$ cat src/rtl/sram_access_arbiter.sv
// Round-robin owner arbiter in front of the single-port SRAM_Controller.
// Muxes the owner's access onto the controller and tags read data back to its issuer.
module sram_access_arbiter #(
    parameter int NREQ      = 3,
    parameter int MAX_BURST = 64,
    parameter int READ_LAT  = 2
) (
    input  logic               Clock_50,
    input  logic               Resetn,
    input  logic               SRAM_ready,
    input  logic [NREQ-1:0]    req,
    input  logic [NREQ-1:0]    acc,
    input  logic [NREQ*18-1:0] req_addr,
    input  logic [NREQ-1:0]    req_we_n,
    input  logic [NREQ*16-1:0] req_wdata,
    output logic [NREQ-1:0]    gnt,
    output logic [15:0]        rdata,
    output logic [NREQ-1:0]    rdata_valid,
    output logic [17:0]        SRAM_address,
    output logic [15:0]        SRAM_write_data,
    output logic               SRAM_we_n,
    input  logic [15:0]        SRAM_read_data
);

    // state   | meaning
    // S_IDLE  | no owner, arbitrate when ready and any req
    // S_GRANT | owner holds the SRAM, accesses forwarded
    // S_TURN  | one dead cycle between owners, then arbitrate
    typedef enum logic [1:0] {S_IDLE, S_GRANT, S_TURN} state_t;

    localparam int IDW = $clog2(NREQ);
    localparam int BW  = (MAX_BURST > 1) ? $clog2(MAX_BURST) : 1;

    state_t              state, state_nxt;
    logic [IDW-1:0]      owner, owner_nxt;
    logic [IDW-1:0]      rr_ptr, rr_nxt;
    logic [BW-1:0]       burst_cnt, burst_nxt;
    logic [NREQ-1:0]     gnt_nxt;
    logic [17:0]         addr_q;
    logic [15:0]         wdata_q;
    logic                access;
    logic                is_read;
    logic                burst_last;
    logic [2*NREQ-1:0]   req_dbl;
    logic [NREQ-1:0]     req_rot;
    logic                pick_valid;
    logic [IDW-1:0]      pick_id;
    logic [17:0]         addr_arr [NREQ];
    logic [15:0]         wd_arr   [NREQ];
    logic [READ_LAT-1:0] pipe_v;
    logic [IDW-1:0]      pipe_id  [READ_LAT];

    function automatic logic [IDW-1:0] wrap_id(input logic [IDW:0] v);
        if (v >= (IDW+1)'(NREQ))
            return IDW'(v - (IDW+1)'(NREQ));
        return v[IDW-1:0];
    endfunction

    for (genvar i = 0; i < NREQ; i++) begin : g_unpack
        assign addr_arr[i] = req_addr[i*18 +: 18];
        assign wd_arr[i]   = req_wdata[i*16 +: 16];
    end

    // Rotate so bit 0 is the requester at the RR pointer; lowest set bit wins.
    assign req_dbl = {req, req} >> rr_ptr;
    assign req_rot = req_dbl[NREQ-1:0];

    always_comb begin
        pick_valid = |req_rot;
        pick_id    = '0;
        for (int k = NREQ - 1; k >= 0; k--) begin
            if (req_rot[k])
                pick_id = wrap_id({1'b0, rr_ptr} + (IDW+1)'(k));
        end
    end

    assign access          = (state == S_GRANT) && SRAM_ready && acc[owner];
    assign is_read         = access && req_we_n[owner];
    assign SRAM_address    = access ? addr_arr[owner] : addr_q;
    assign SRAM_write_data = access ? wd_arr[owner]   : wdata_q;
    assign SRAM_we_n       = access ? req_we_n[owner] : 1'b1;
    assign rdata           = SRAM_read_data;
    assign burst_last      = (burst_cnt == BW'(MAX_BURST - 1));

    always_comb begin
        state_nxt = state;
        owner_nxt = owner;
        rr_nxt    = rr_ptr;
        burst_nxt = burst_cnt;
        gnt_nxt   = gnt;
        case (state)
            S_IDLE, S_TURN: begin
                gnt_nxt   = '0;
                state_nxt = S_IDLE;
                if (SRAM_ready && pick_valid) begin
                    state_nxt = S_GRANT;
                    owner_nxt = pick_id;
                    gnt_nxt   = NREQ'(1) << pick_id;
                    burst_nxt = '0;
                end
            end
            S_GRANT: begin
                burst_nxt = burst_last ? '0 : burst_cnt + BW'(1);
                if (!req[owner] || !SRAM_ready || (burst_last && |(req & ~gnt))) begin
                    state_nxt = S_TURN;
                    gnt_nxt   = '0;
                    rr_nxt    = wrap_id({1'b0, owner} + (IDW+1)'(1));
                end
            end
            default: begin
                state_nxt = S_IDLE;
                gnt_nxt   = '0;
            end
        endcase
    end

    always_ff @(posedge Clock_50 or negedge Resetn) begin
        if (!Resetn) begin
            state     <= S_IDLE;
            owner     <= '0;
            rr_ptr    <= '0;
            burst_cnt <= '0;
            gnt       <= '0;
        end else begin
            state     <= state_nxt;
            owner     <= owner_nxt;
            rr_ptr    <= rr_nxt;
            burst_cnt <= burst_nxt;
            gnt       <= gnt_nxt;
        end
    end

    // Idle cycles keep the last forwarded address/data on the bus.
    always_ff @(posedge Clock_50 or negedge Resetn) begin
        if (!Resetn) begin
            addr_q  <= '0;
            wdata_q <= '0;
        end else if (access) begin
            addr_q  <= addr_arr[owner];
            wdata_q <= wd_arr[owner];
        end
    end

    always_ff @(posedge Clock_50 or negedge Resetn) begin
        if (!Resetn) begin
            pipe_v <= '0;
            for (int k = 0; k < READ_LAT; k++)
                pipe_id[k] <= '0;
        end else begin
            pipe_v[0]  <= is_read;
            pipe_id[0] <= owner;
            for (int k = 1; k < READ_LAT; k++) begin
                pipe_v[k]  <= pipe_v[k-1];
                pipe_id[k] <= pipe_id[k-1];
            end
        end
    end

    assign rdata_valid = pipe_v[READ_LAT-1] ? (NREQ'(1) << pipe_id[READ_LAT-1]) : '0;

endmodule

$ cat config.mk
export PLATFORM = sky130hd
export DESIGN_NAME = sram_access_arbiter
export DESIGN_NICKNAME = d
export VERILOG_FILES = /design/src/rtl/sram_access_arbiter.sv
export SDC_FILE = /design/constraint.sdc
export NUM_CORES = 1
export LEC_CHECK = 0
export CAP_MARGIN = 5
export CORE_UTILIZATION = 35
export DETAILED_ROUTE_END_ITERATION = 10
export PLACE_DENSITY = 0.78
export REMOVE_ABC_BUFFERS = 1
export SLEW_MARGIN = 30
export SYNTH_ARGS = -nofsm -noshare
export SYNTH_HDL_FRONTEND = slang
export SYNTH_SLANG_ARGS = --single-unit
$ cat constraint.sdc
create_clock -name Clock_50 -period 2 [get_ports Clock_50]
set_input_delay 0.4 -clock Clock_50 [delete_from_list [all_inputs] [get_ports Clock_50]]
set_output_delay 0.4 -clock Clock_50 [all_outputs]
set_load 0.05 [all_outputs]
==> impl_metrics.toml, run 1 <==
[route]
route.detailed.vias_per_inst = 5.143
route.final.wire_length_mm = 11.09
drt_first_iter_violations = 63
num_vias = 3338
drt-pass1-iter-count = 7
wire_per_inst_um = 17.09
antenna_left = 0
drc = 22

[synthesis]
yosys_register_bits = 55
postSynthCellCount = 358
yosys.area_share.xor_xnor_pct = 0.5467
synth-async-reset-ratio_pct = 100.0
synth_area_um2 = 3204
synth-adder-area-share_pct = 1.952
avgSynthCellArea_um2 = 8.951
synthMuxAreaShare_pct = 13.51
synthFlopType = "sky130_fd_sc_hd__dfrtp_1"
synth_enable_flop_cells = 0
synth_top_family_by_area = "compound AO/OA/AOI/OAI gates"
synth-compound-area-share_pct = 17.42
synth_area_in_simple_gates_pct = 16.28
yosysSeqAreaShare_pct = 42.95
netlist-cell-type-count = 43
ys.warnings.count = 0

[layout]
antenna_cells_inserted = 0
design.final.nets = 675
final_common_cell = "sky130_fd_sc_hd__clkdlybuf4s50_1"
area_added_between_synthesis_and_finish_pct = 88.05
fraction_of_layout_instances_using_a_drive_strength_above_1_pct = 31.05
cell_area_after_layout_um2 = 6026
final_util_pct = 68.43
mostFrequentLayoutCells = "sky130_fd_sc_hd__clkdlybuf4s50_1, sky130_fd_sc_hd__dfrtp_1, sky130_fd_sc_hd__nor2_1, sky130_fd_sc_hd__buf_4, sky130_fd_sc_hd__mux2i_1"

[global_routing]
grt.overflow.total = 0
grt_pass1_vias = 3461
antenna_found_initial = 0
largest_net_degree_at_the_start_of_global_routing = 56
grt_util_all_layers_pct = 21.89
wire_length_of_the_first_global_routing_pass_mm = 16.72

[critical_path]
timing_worst_setup_path_type = "flip-flop to output pin"
critical_path.max_fanout = 9
arrival_ps = 2100
worst_setup_path_start_kind = "flip-flop"
worst-endpoint-required_ps = 1600
worst_setup_ep_type = "output pin"

[status]
outcome = "finished with violations"
failed_checks = "design-rule violations, negative setup slack"

[clocking]
numCtsBuffers = 5
cts_sinks = 55
cts-htree-levels = 2
clock_latency_ps = 310
cts-hold-fix-buffers = 0
clk_path_buf_depth = 2
cts.clk_slew.worst_paths_ps = 110
cts_root_buffer = "sky130_fd_sc_hd__clkbuf_8"
tritoncts = "yes"

[timing]
final.setup.tns_ps = -15100
layout_setup_ws_ps = -505.0
final.min_clock_period_ps = 2505
rsz0062_at_grt = "true"
finClkSkew_ps = 9.705
hold_viol_final = 0
tightest_slew_ps = 498.1
final_min_period_over_clock_period_pct = 125.2
setup_viol = 35
drv_slew = 0
hold_ws_ps = 54.54
slew-limit-headroom_pct = 66.69
timing.fmax_mhz = 399.2

[placement]
place_worst_setup_slack_ps = -583.3
place.detailed.hpwl_mm = 7.455
placement.cell_area_um2 = 5487
numPortBuffers = 154
gp_congestion = 0.8186

[worst_hold_path]
worst_hold_path_type = "input port to async pin"

[floorplan]
dieWidth_um = 97.68
die_height_um = 97.68
start_util_pct = 36.39
core_area_um2 = 8806
core.rowCount = 34
io_count = 187
die-area_um2 = 9541

[power]
cellPowerDensity_nw_per_um2 = 1506
vdd_ir_drop_max_mv = 0.9444
leakage_nw = 2.665

[run]
max_cap_violations = 0
## metal layers
metal,vias up,track usage (%),part of all wire [%]
li1,1597,-,-
met1,1620,24.51,37
met2,112,42.12,56
met3,9,5.540,5.9
met4,0,3.147,0.69
met5,-,0,0
## report_power, final
part	internal (mW)	leakage [nW]	switching, mW	total [mW]
clock network	0.252	0.0408	0.389	0.641
logic	3.17	1.92	3.50	6.67
registers	1.53	0.705	0.226	1.76
total	4.96	2.67	4.12	9.07
## area by class of cell
type | instances | area [um2]
clock buffers | 5 | 68.82
flip-flops and latches | 55 | 1379
clock inverters | 3 | 23.77
inverters | 4 | 15.01
multi-input cells | 262 | 1916
repair buffers | 212 | 2489
well taps | 108 | 135.1
fillers | 656 | 2780
## path summary, 6_finish.rpt
| path | start | endpoint | slack, ps | cells past startpoint |
|---|---|---|---|---|
| min in group Clock_50 | pipe_v[0] | pipe_v[1] | 360 | 0 |
| hold / removal | Resetn | gnt[0] | 50 | 2 |
| setup reg to reg | rr_ptr[1] | gnt[1] | 30 | 6 |
| max in group asynchronous | Resetn | pipe_id[0] | 1670 | 2 |
| setup / recovery | owner[1] | SRAM_write_data[4] | -500 | 7 |
| hold reg to reg | pipe_v[0] | pipe_v[1] | 360 | 0 |
## per-stage QoR
| step | instances | power (mW) |
|---|---|---|
| after floorplan | 320 | 4.716 |
| after CTS | 646 | 8.867 |
| final | 649 | 9.075 |
| after global placement | 643 | 7.635 |
| after detailed placement | 643 | 7.780 |
| after global routing | 649 | 9.540 |
## critical path, cell delays in order (launching register included)
cell and delay, ps:
sky130_fd_sc_hd__dfrtp_2 460, sky130_fd_sc_hd__mux2i_1 140, sky130_fd_sc_hd__or2_4 250, sky130_fd_sc_hd__a21o_4 290, sky130_fd_sc_hd__clkbuf_16 190, sky130_fd_sc_hd__o21ai_1 170
sky130_fd_sc_hd__buf_4 150, sky130_fd_sc_hd__buf_12 130
## sequential cells by signal, summed over array words and instances, names as in the netlist
name       count
owner          2
state          2
rr_ptr         2
burst_cnt      6
pipe_v         2
wdata_q       16
addr_q        18
gnt            3
pipe_id        4
## logic make-up (layout without fill, tap and decap cells)
| logic type | Yosys count | in the layout |
|---|---|---|
| buffers and inverters | 42 | 224 |
| adders and majority gates | 5 | 5 |
| muxes | 42 | 42 |
| and+or+nand+nor | 115 | 115 |
| xor gates and xnor gates | 2 | 2 |
| AOI/OAI and AO/OA | 97 | 98 |
| DFF | 55 | 55 |
## cells in the mapped netlist (3+ instances only)
library cell	instances	area (um2)
sky130_fd_sc_hd__buf_4	17	127.6
sky130_fd_sc_hd__a21oi_1	35	175.2
sky130_fd_sc_hd__nand2b_1	8	50.05
sky130_fd_sc_hd__clkbuf_1	13	48.80
sky130_fd_sc_hd__buf_2	5	25.02
sky130_fd_sc_hd__a221o_1	4	40.04
sky130_fd_sc_hd__inv_1	4	15.01
sky130_fd_sc_hd__ha_1	5	62.56
sky130_fd_sc_hd__dfrtp_1	55	1376
sky130_fd_sc_hd__nor2_1	43	161.4
sky130_fd_sc_hd__o21ai_0	43	215.2
sky130_fd_sc_hd__mux2i_1	38	380.4
sky130_fd_sc_hd__a21o_1	3	22.52
sky130_fd_sc_hd__nand2_1	44	165.2
sky130_fd_sc_hd__nor2b_1	5	31.28
## repair_timing
action / CTS / global route
setup endpoints to repair: 41 / 40
pin swaps: 14 / 6
resized for setup: 97 / 24
cloned: 3 / 5
setup buffers: 1 / 0
Power figures use the tool's default switching activity.
==> inputs of run 2 (changes only) <==
Settings changed: CORE_UTILIZATION 35 to 41, HOLD_SLACK_MARGIN from default to 0.08, PLACE_DENSITY 0.78 to 0.86.
Clock period 2 ns to 2.98 ns, I/O delays scaled along.
==> impl_metrics.toml, run 2 (synthesis results as in run 1) <==
[timing]
final_min_period_over_clock_period_pct = 99.72
layout_setup_ws_ps = 8.406
final.min_clock_period_ps = 2972
setup_viol = 0
timing.fmax_mhz = 336.5
drv_slew = 0
finClkSkew_ps = 8.827
final.setup.tns_ps = 0
hold_viol_final = 0
tightest_slew_ps = 682.7
rsz0062_at_grt = "true"
slew-limit-headroom_pct = 54.48

[placement]
placement.cell_area_um2 = 5278
place.detailed.hpwl_mm = 7.717
gp_congestion = 0.7549
dpl.cell_count = 610
numPortBuffers = 154
place_worst_setup_slack_ps = -76.13

[clocking]
numCtsBuffers = 5
clk_path_buf_depth = 2
post_cts_buffers = 0
tritoncts = "yes"
cts_root_buffer = "sky130_fd_sc_hd__clkbuf_8"
cts.clk_slew.worst_paths_ps = 100
cts_sinks = 55
clock_latency_ps = 310
cts-htree-levels = 2
cts-hold-fix-buffers = 0

[worst_hold_path]
worst_hold_path_type = "input port to async pin"

[critical_path]
critical_path.max_fanout = 23
cp_slowest_stage_delay_ps = 490
arrival_ps = 2380
worst-endpoint-required_ps = 2380
reg2reg_setup_slack_ps = 770
critical_path.slowest_cell = "sky130_fd_sc_hd__clkdlybuf4s50_1"
worst_setup_ep_type = "output pin"
worst_setup_path_start_kind = "input port"
timing.critical_path.cells = "clkdlybuf4s50_1, mux2i_2, or2_2, a21o_4, buf_6, o21ai_0, buf_4, buf_12"
rr_endpoint = "owner[0]"
worst_r2r_path_depth = 7
worstReg2RegStart = "rr_ptr[0]"
timing_worst_setup_path_type = "input port to output pin"
worst_setup_path_startpoint = "acc[2]"

[layout]
number_of_flip_flops_in_the_largest_register = 18
final_common_cell = "sky130_fd_sc_hd__clkdlybuf4s50_1"
design.final.nets = 654
cell_area_after_layout_um2 = 5419
stdcell_count = 619
mostFrequentLayoutCells = "sky130_fd_sc_hd__clkdlybuf4s50_1, sky130_fd_sc_hd__dfrtp_1, sky130_fd_sc_hd__nand2_1"
layout.filler_cells = 512
largest_register = "addr_q"
fraction_of_layout_instances_using_a_drive_strength_above_1_pct = 18.08
area_added_between_synthesis_and_finish_pct = 69.11
largestRegisters = "addr_q: 18 flops, wdata_q: 16 flops, burst_cnt: 6 flops"
register_area_um2 = 1378
multiInputGateArea_um2 = 1610
antenna_cells_inserted = 0

[route]
drt_first_iter_violations = 111
route.final.wire_length_mm = 10.25
met3WireLength_um = 819
route.detailed.vias_per_inst = 5.268
highest_layer = "met4"
wire_per_inst_um = 16.57
num_vias = 3261
drc = 0
antenna_left = 0
met2RoutedLength_mm = 5.409
drt-pass1-iter-count = 4
routedLengthMet1_mm = 3.911

[power]
cellPowerDensity_nw_per_um2 = 1027
power_switching_mw = 2.508
sequentialPowerShare_pct = 21.4
total_power_mw = 5.564
power.switching_fraction_pct = 45.07
vdd_ir_drop_max_mv = 0.7217
pwr-share-comb_pct = 70.7
clock_power_share_pct = 7.9
leakage_nw = 2.428
internal_power_mw = 3.056

[floorplan]
start_util_pct = 43.25
core.rowCount = 31
die-area_um2 = 8173
core_area_um2 = 7408
die_height_um = 90.41
dieWidth_um = 90.41
io_count = 187

[run]
max_cap_violations = 0

[global_routing]
antenna_found_initial = 0
grt.overflow.total = 0
grt_pass1_vias = 3463
grt_util_all_layers_pct = 24.97
largest_net_degree_at_the_start_of_global_routing = 48
wire_length_of_the_first_global_routing_pass_mm = 16.24

[status]
outcome = "finished clean"
==> run 2: cell types whose count changed in the layout (fill, tap and decap cells not counted), moves of 7 or more <==
cell and change:
sky130_fd_sc_hd__buf_4 -8, sky130_fd_sc_hd__buf_6 -8, sky130_fd_sc_hd__clkdlybuf4s50_1 +7, sky130_fd_sc_hd__nand2_1 +19, sky130_fd_sc_hd__nand2_2 -16, sky130_fd_sc_hd__o21ai_0 +9, sky130_fd_sc_hd__o21ai_1 +16, sky130_fd_sc_hd__o21ai_2 -11
sky130_fd_sc_hd__o21ai_4 -14
==> run 2: per-stage QoR <==
step | util, % | hold slack (ps)
finish | 73.15 | 313.7
global route | 73.15 | 359.9
CTS | 72.52 | 333.9
detailed placement | 71.24 | 334.7
global placement | 71.24 | 332.0
floorplan | - | 300.4
==> run 2: critical path, delay by kind of cell <==
kind | cells | cell delay [ps]
AO/OA/AOI/OAI | 2 | 440
AND/OR/NAND/NOR | 1 | 300
multiplexers | 1 | 90
buffers and inverters | 4 | 950
==> run 2: worst max-delay path by stage <==
stage                                to  slack, ps
finish              SRAM_write_data[10]          8
detailed placement      SRAM_address[6]        -80
global placement        SRAM_address[1]          5
global route           SRAM_address[12]        -30
floorplan               SRAM_address[0]      -2180
CTS                 SRAM_write_data[10]          3
==> run 2: metal layers <==
layer	global-route usage, %	vias up
met5	0.6410	-
met4	5.108	0
met3	8.081	11
met2	46.25	144
met1	27.77	1561
li1	-	1545
==> run 2: cell type report <==
cell class                      instances  share of cell area (%)
Timing Repair Buffer                  192                   40.54
Multi-Input combinational cell        261                   29.72
Inverter                                4                  0.2771
Clock inverter                          1                  0.1616
Sequential cell                        55                   25.42
Tap cell                               99                   2.286
Clock buffer                            7                   1.593
==> run 2: what timing repair did <==
| action | in CTS | in global routing |
|---|---|---|
| gates resized for setup | 6 | 24 |
| gates cloned | 0 | 1 |
| setup endpoints to repair | 6 | 31 |
==> run 2: power groups by stage <==
stage	Combinational (mW)	Sequential, mW	Clock (mW)
after CTS	3.90	1.19	0.448
after detailed placement	3.88	1.21	0
after floorplan	1.82	1.34	0
after global routing	4.17	1.22	0.472
after global placement	3.78	1.18	0
final	3.94	1.19	0.439
==> inputs of run 3 (changes only) <==
Settings changed: CORE_UTILIZATION 41 to 25, PLACE_DENSITY 0.86 to default.
==> impl_metrics.toml, run 3 (synthesis results as in run 1) <==
[layout]
mostFrequentLayoutCells = "sky130_fd_sc_hd__clkdlybuf4s50_1, sky130_fd_sc_hd__dfrtp_1, sky130_fd_sc_hd__nand2_1"
area_added_between_synthesis_and_finish_pct = 73.99
design.final.nets = 658
antenna_cells_inserted = 0
final_common_cell = "sky130_fd_sc_hd__clkdlybuf4s50_1"
largest_register = "addr_q"
stdcell_count = 692
largestRegisters = "addr_q: 18 flops, wdata_q: 16 flops, burst_cnt: 6 flops"
cell_area_after_layout_um2 = 5575
number_of_flip_flops_in_the_largest_register = 18
layout.filler_cells = 1179
fraction_of_layout_instances_using_a_drive_strength_above_1_pct = 18.32
final_util_pct = 45.47

[clocking]
cts_sinks = 55
cts.clk_slew.worst_paths_ps = 70
cts-htree-levels = 2
clk_path_buf_depth = 2
numCtsBuffers = 5
post_cts_buffers = 0
clock_latency_ps = 280
cts_root_buffer = "sky130_fd_sc_hd__clkbuf_16"
tritoncts = "yes"
post_cts_resized = 0
cts-hold-fix-buffers = 0

[power]
cellPowerDensity_nw_per_um2 = 1020
sequentialPowerShare_pct = 20.7
power_switching_mw = 2.438
vdd_ir_drop_max_mv = 0.5001
leakage_nw = 2.476
clock_power_share_pct = 10.9
power.switching_fraction_pct = 42.88
pwr-share-comb_pct = 68.4
internal_power_mw = 3.248

[timing]
final.min_clock_period_ps = 2882
finClkSkew_ps = 4.911
drv_slew = 0
timing.fmax_mhz = 347.0
hold_viol_final = 0
tightest_slew_ps = 495.3
final_min_period_over_clock_period_pct = 96.70
setup_viol = 0
slew-limit-headroom_pct = 66.63
rsz0062_at_grt = "true"
layout_setup_ws_ps = 98.34

[route]
drt_first_iter_violations = 122
antenna_left = 0
num_vias = 3090
drc = 0
wire_per_inst_um = 14.03
drt-pass1-iter-count = 4
route.final.wire_length_mm = 9.711
route.detailed.vias_per_inst = 4.465

[global_routing]
wire_length_of_the_first_global_routing_pass_mm = 15.11
grt_pass1_vias = 3048
largest_net_degree_at_the_start_of_global_routing = 39
antenna_found_initial = 0
grt_util_all_layers_pct = 14.55
grt.overflow.total = 0

[critical_path]
timing_worst_setup_path_type = "input port to output pin"
arrival_ps = 2290
reg2reg_setup_slack_ps = 800
cp_top_family = "buffers and inverters"
timing.critical_path.cells = "clkdlybuf4s50_1, mux2i_1, or2_2, a21o_2, buf_12, o21ai_0, buf_4, buf_12"
critical_path.most_common_cell = "sky130_fd_sc_hd__buf_12"
critical_path.max_fanout = 38
worst-endpoint-required_ps = 2380
worst_setup_ep_type = "output pin"
cp_slowest_stage_delay_ps = 450
worst_setup_path_start_kind = "input port"
path_buf_inv = 4
critical_path.slowest_cell = "sky130_fd_sc_hd__clkdlybuf4s50_1"

[run]
max_cap_violations = 0

[floorplan]
core_area_um2 = 12260
start_util_pct = 26.13
core.rowCount = 40
die-area_um2 = 13270
die_height_um = 115.2
io_count = 187
dieWidth_um = 115.2

[worst_hold_path]
worst_hold_path_type = "input port to async pin"

[placement]
dpl.cell_count = 684
numPortBuffers = 154
place_worst_setup_slack_ps = 11.70
place.detailed.hpwl_mm = 7.374
placement.cell_area_um2 = 5419
gp_congestion = 0.7378

[status]
outcome = "finished clean"
-- run 3: changes by cell type in the layout (fill, tap and decap cells not counted), sizes merged --
| cell | delta |
|---|---|
| buf | +5 |
| clkinv | -1 |
-- run 3: power by group through the flow --
stage,logic [mW],clock network [mW],registers [mW]
3_5_place_dp,3.93,0,1.20
4_1_cts,3.94,0.642,1.18
3_3_place_gp,3.88,0,1.19
2_1_floorplan,1.82,0,1.34
5_1_grt,4.18,0.668,1.22
6_report,3.89,0.618,1.18
-- run 3: through the flow --
stage	hold WS, ps	power (mW)	TNS (ps)
detailed placement	334.7	5.127	0
global route	269.6	6.061	-8.211
global placement	334.4	5.062	0
finish	247.2	5.685	0
CTS	263.9	5.766	0
floorplan	300.4	3.165	-140160
-- run 3: path summary, 6_finish.rpt --
kind / startpoint / end / depth (start not counted)
max reg2reg: rr_ptr[0] / gnt[1] / 7
min: Resetn / addr_q[12] / 1
max: acc[2] / SRAM_write_data[3] / 8
min in group Clock_50: pipe_id[2] / pipe_id[0] / 0
min reg2reg: pipe_id[2] / pipe_id[0] / 0
max in group asynchronous: Resetn / owner[1] / 2
-- run 3: cell type report --
type / instances / area, um2 / share of cell area (%)
repair buffers: 196 / 2215 / 39.72
multi-input cells: 261 / 1602 / 28.73
flip-flops and latches: 55 / 1378 / 24.71
well taps: 168 / 210.2 / 3.770
clock buffers: 8 / 156.4 / 2.805
inverters: 4 / 15.01 / 0.2693
-- run 3: worst register-to-register path, cell delays in order, from the launching register on --
cell and delay, ps:
sky130_fd_sc_hd__dfrtp_1 530, sky130_fd_sc_hd__inv_1 110, sky130_fd_sc_hd__ha_1 350, sky130_fd_sc_hd__nand2b_1 150
sky130_fd_sc_hd__a221o_1 330, sky130_fd_sc_hd__a221oi_2 200, sky130_fd_sc_hd__nor2_1 120, sky130_fd_sc_hd__a32o_1 280
-- run 3: per-layer routing --
layer	share of wire, %	vias up	global-route usage (%)
li1	-	1548	-
met1	39	1419	16.12
met2	53	119	27.43
met3	7.6	4	4.164
met4	0.78	0	3.117
met5	0	-	0
